--- config.mk ---
export PLATFORM = sky130hd
export DESIGN_NAME = fsmd_seq_datapath
export DESIGN_NICKNAME = d
export VERILOG_FILES = /design/src/rtl/fsmd_seq_datapath.sv
export SDC_FILE = /design/constraint.sdc
export NUM_CORES = 1
export LEC_CHECK = 0
export CAP_MARGIN = 30
export CORE_ASPECT_RATIO = 1.4
export CORE_UTILIZATION = 25
export DETAILED_ROUTE_END_ITERATION = 6
export PLACE_DENSITY = 0.47
export SETUP_SLACK_MARGIN = 0.1
export SLEW_MARGIN = 20
export SYNTH_ARGS = -nofsm -noshare
export SYNTH_HDL_FRONTEND = slang
export SYNTH_SLANG_ARGS = --single-unit
--- constraint.sdc ---
create_clock -name clock -period 4.9 [get_ports clock]
set_input_delay 0.49 -clock clock [delete_from_list [all_inputs] [get_ports clock]]
set_output_delay 0.49 -clock clock [all_outputs]
set_load 0.005 [all_outputs]
--- src/rtl/fsmd_seq_datapath.sv ---
// fsmd_seq_datapath: multi-cycle compute unit for R3 = (a+b)*(c+d) +/- e.
// One shared adder forms the two sums. An iterative shift-add multiplier then
// forms the product, one bit per cycle. Work starts on start and finishes with
// a one-cycle done pulse. PS/NS are exposed so the sequencing can be debugged.
module fsmd_seq_datapath #(
  parameter int W  = 4,
  parameter int SW = 3
) (
  input  logic            clock,
  input  logic            reset,
  input  logic            start,
  input  logic            abort,
  input  logic            mode,
  input  logic [W-1:0]    a,
  input  logic [W-1:0]    b,
  input  logic [W-1:0]    c,
  input  logic [W-1:0]    d,
  input  logic [W-1:0]    e,
  output logic [W-1:0]    R1,
  output logic [W-1:0]    R2,
  output logic [2*W-1:0]  R3,
  output logic [SW-1:0]   PS,
  output logic [SW-1:0]   NS,
  output logic            busy,
  output logic            done
);

  // Counter wide enough to index every multiplier bit (at least one bit).
  localparam int CW = (W > 1) ? $clog2(W) : 1;

  typedef enum logic [SW-1:0] {
    IDLE = SW'(0),
    ADD1 = SW'(1),
    ADD2 = SW'(2),
    MUL  = SW'(3),
    FIN  = SW'(4),
    DONE = SW'(5)
  } state_t;

  state_t          state;
  state_t          next_state;
  logic [W-1:0]    a_l;
  logic [W-1:0]    b_l;
  logic [W-1:0]    c_l;
  logic [W-1:0]    d_l;
  logic [W-1:0]    e_l;
  logic            mode_l;
  logic [2*W-1:0]  acc;
  logic [CW-1:0]   cnt;
  logic [2*W-1:0]  e_ext;
  logic [2*W-1:0]  partial;

  assign e_ext   = {{W{1'b0}}, e_l};
  assign partial = {{W{1'b0}}, R1} << cnt;
  assign PS      = state;
  assign NS      = next_state;

  // Next-state logic. Abort cancels any active state. Illegal codes fall back to IDLE.
  always_comb begin
    next_state = IDLE;
    if (state != IDLE && abort) begin
      next_state = IDLE;
    end else begin
      case (state)
        IDLE:    next_state = start ? ADD1 : IDLE;
        ADD1:    next_state = ADD2;
        ADD2:    next_state = MUL;
        MUL:     next_state = (cnt == CW'(W - 1)) ? FIN : MUL;
        FIN:     next_state = DONE;
        DONE:    next_state = IDLE;
        default: next_state = IDLE;
      endcase
    end
  end

  // State, registered status flags and datapath. An aborted cycle writes nothing.
  always_ff @(posedge clock) begin
    if (reset) begin
      state  <= IDLE;
      busy   <= 1'b0;
      done   <= 1'b0;
      R1     <= '0;
      R2     <= '0;
      R3     <= '0;
      a_l    <= '0;
      b_l    <= '0;
      c_l    <= '0;
      d_l    <= '0;
      e_l    <= '0;
      mode_l <= 1'b0;
      acc    <= '0;
      cnt    <= '0;
    end else begin
      state <= next_state;
      busy  <= (next_state != IDLE);
      done  <= (next_state == DONE);
      if (state == IDLE || !abort) begin
        case (state)
          IDLE: begin
            if (start) begin
              a_l    <= a;
              b_l    <= b;
              c_l    <= c;
              d_l    <= d;
              e_l    <= e;
              mode_l <= mode;
            end
          end
          ADD1: R1 <= a_l + b_l;
          ADD2: begin
            R2  <= c_l + d_l;
            acc <= '0;
            cnt <= '0;
          end
          MUL: begin
            if (R2[cnt]) acc <= acc + partial;
            cnt <= cnt + CW'(1);
          end
          FIN: R3 <= mode_l ? (acc - e_ext) : (acc + e_ext);
          default: ;
        endcase
      end
    end
  end

endmodule

==> summary.md <==
| Metric | Value |
|---|---|
| Status | completed |
| # DRC | 0 |
| Vert. Die Dim | 132.6 um |
| Clk pwr share | 37.6% |
| Pre-CTS WS | 1.857 ns |
| Post-Syn Area | 0.003045 mm^2 |
| Cts hold-fix bufs | 0 |
| Via density | 4.706 |
| WL final | 7.368 mm |
| DRT Pass-1 Iters | 4 |
| Layout Nets | 452 |
| Postcts setup bufs | 0 |
| H-tree levels | 2 |
| Fillers | 1259 |
| Largest net degree at the start of global routing | 41 |
| Slew Limit Fails | 0 |
| Syn Nets | 414 |
| Clock sink total | 52 |
| Max frequency | 332.5 MHz |
| CP Capture Type | primary output |
| HP Class | register to register |
| Layout area overhead | 24.98% |
| GRT Util Overall | 12.87% |
| GRT Residual Overflow | 0 |
| CTS tree | built |
| Comb pwr share | 16.6% |
| Clock latency at the later pin of the worst-skew pair | 0.30 ns |
| Register area | 0.001041 mm^2 |
| Commonest non-fill, non-tap cell in the layout | nand2_1 |
| Power density cells | 259.5 mW/mm^2 |
| Flop pwr share | 45.8% |
| Worst VDD drop | 0.1381 mV |
| Num CTS Buffers | 5 |
| Fin. Hold Viols | 0 |
| Most common flop cell mapped by yosys | dfxtp_1 |
| Final Skew | 0.005916 ns |
| Setup violations, final | 0 |
| Cell internal pwr | 721.4 uW |
| Initial core utilization | 25.76% |
| Crit share post-route | 61.37% |
| WS Path Type | primary input to primary output |
| Share of post-route cells with drive strength above 1 | 5.486% |
| Async SR Flop Fraction | 0% |
| Area occupied by multi-input gates | 0.001858 mm^2 |
| Vias in the first global route | 2645 |
| Worst slew margin | 42.78% |
| Worst endpoint required time | 4.41 ns |
| CORE AREA | 0.01182 mm^2 |
| Final WS setup | 1.893 ns |
| IO Port Bufs | 48 |
| Die W | 95.28 um |
| Diode count | 0 |
| Clk root buf | clkbuf_16 |
| Most frequent cells in the layout | 59 x nand2_1, 52 x dfxtp_1, 47 x clkdlybuf4s50_1, 35 x a21oi_1, 32 x nor2_1 |
| Yosys warning count | 0 |
| RD Place Congestion | 0.7872 |
| EDFF count, synth | 0 |
| Routed wire per std cell | 13.45 um |
| Final min period | 3.007 ns |
| DR vias | 2579 |
| Iteration-0 DRC Markers | 77 |
| Final TNS setup | 0 ns |
| Core Rows | 47 |
| Critical path arrival | 2.52 ns |
| Max_cap viols | 0 |
| Post-detailed-placement half-perimeter wirelength | 5.662 mm |
| Startpoint Class | primary input |
| Syn_area_per_cell | 8.413 um^2 |
| Sw Ratio | 26.95% |
| Syn Inst Count | 362 |
| RSZ-0062 raised after global routing | no |
| Clk slew on worst S/H paths | 0.07 ns |
| Antenna violations before repair | 0 |
| First-pass GRT wire length | 12.64 mm |
| Sw Pwr | 266.1 uW |
| Die ar. | 0.01263 mm^2 |
| Slew @ Worst Pin | 0.8557 ns |
| Register area share after synthesis | 34.18% |
| Clock Path Buffers | 2 |
| IO Pins | 49 |
| #FFs+latches synth | 52 |
| Post-route ant nets | 0 |
| Synth cell types | 50 |
| Max Fanout on Critical Path | 13 |
| CTS resizes | 0 |
| Static leakage | 1.489 nW |
-- synthesized netlist by cell type, types with 9 or more instances --
| library cell | n | share of area, % |
|---|---|---|
| nand3b_1 | 9 | 2.2 |
| a21oi_1 | 35 | 5.8 |
| a211oi_1 | 10 | 2.5 |
| ha_1 | 23 | 9.4 |
| mux2i_1 | 11 | 3.6 |
| o21ai_0 | 10 | 1.6 |
| dfxtp_1 | 52 | 34 |
| clkbuf_1 | 11 | 1.4 |
| inv_1 | 18 | 2.2 |
| or3_1 | 9 | 1.8 |
| xnor2_1 | 9 | 2.6 |
| nor2_1 | 32 | 3.9 |
| nand2_1 | 59 | 7.3 |
-- metal layers --
layer,global-route usage [%],up-vias,part of all wire (%)
met3,2.356,15,3.3
li1,-,1351,-
met1,15.16,1161,44
met4,7.071,0,3.9
met5,0,-,0
met2,21.51,52,48
-- registers in the layout (all words and copies together) (netlist names), 2 cells and up --
register / cells
PS: 3
R1: 4
d_l: 4
acc: 8
e_l: 4
R2: 4
c_l: 4
cnt: 2
b_l: 4
a_l: 4
R3: 8
-- layout make-up --
class,instances,area share (%)
Inverter,18,1.775
Sequential cell,52,27.35
Tap cell,147,4.832
Clock inverter,2,0.3616
Multi-Input combinational cell,273,48.82
Clock buffer,6,3.649
Timing Repair Buffer,50,13.21
-- metrics by stage --
stage,utilization [%],cell area (um^2),power [mW],hold slack [ns],instances
floorplan,-,3045,0.5686,0.4400,362
global placement,30.74,3633,0.6261,0.4494,539
detailed placement,30.91,3654,0.6286,0.4511,540
CTS,32.20,3806,1.006,0.4619,548
global route,32.20,3806,1.047,0.4784,548
finish,32.20,3806,0.9876,0.4609,548
-- logic make-up after synthesis --
kind of cell | share of synthesized area (%)
flip-flops | 34.18
multiplexers | 4.725
AO/OA/AOI/OAI | 18.49
buffers and inverters | 5.012
AND/OR/NAND/NOR | 22.64
adder cells (fa/ha/maj) | 12.08
XOR/XNOR | 2.876
-- worst max-delay path: stages --
cell,delay (ns)
clkdlybuf4s50_1,0.62
or4b_4,0.67
o21a_1,0.18
inv_1,0.06
clkdlybuf4s50_1,0.49
-- path summary, 6_finish.rpt --
kind                             start  endpoint  slack [ns]  depth (start not counted)
worst min-delay path            d_l[2]    d_l[2]        0.46                          2
worst min register to register  d_l[2]    d_l[2]        0.46                          2
worst max register to register  cnt[0]    acc[6]        2.22                          7
worst max-delay path             abort     NS[0]        1.89                          5
-- power groups by stage --
stage | Clock (mW) | Sequential, mW | Combinational [mW]
floorplan | 0 | 0.456 | 0.113
global placement | 0 | 0.462 | 0.164
detailed placement | 0 | 0.463 | 0.166
CTS | 0.386 | 0.453 | 0.167
global route | 0.403 | 0.455 | 0.188
finish | 0.371 | 0.452 | 0.164
(Power assumes the default switching activity.)
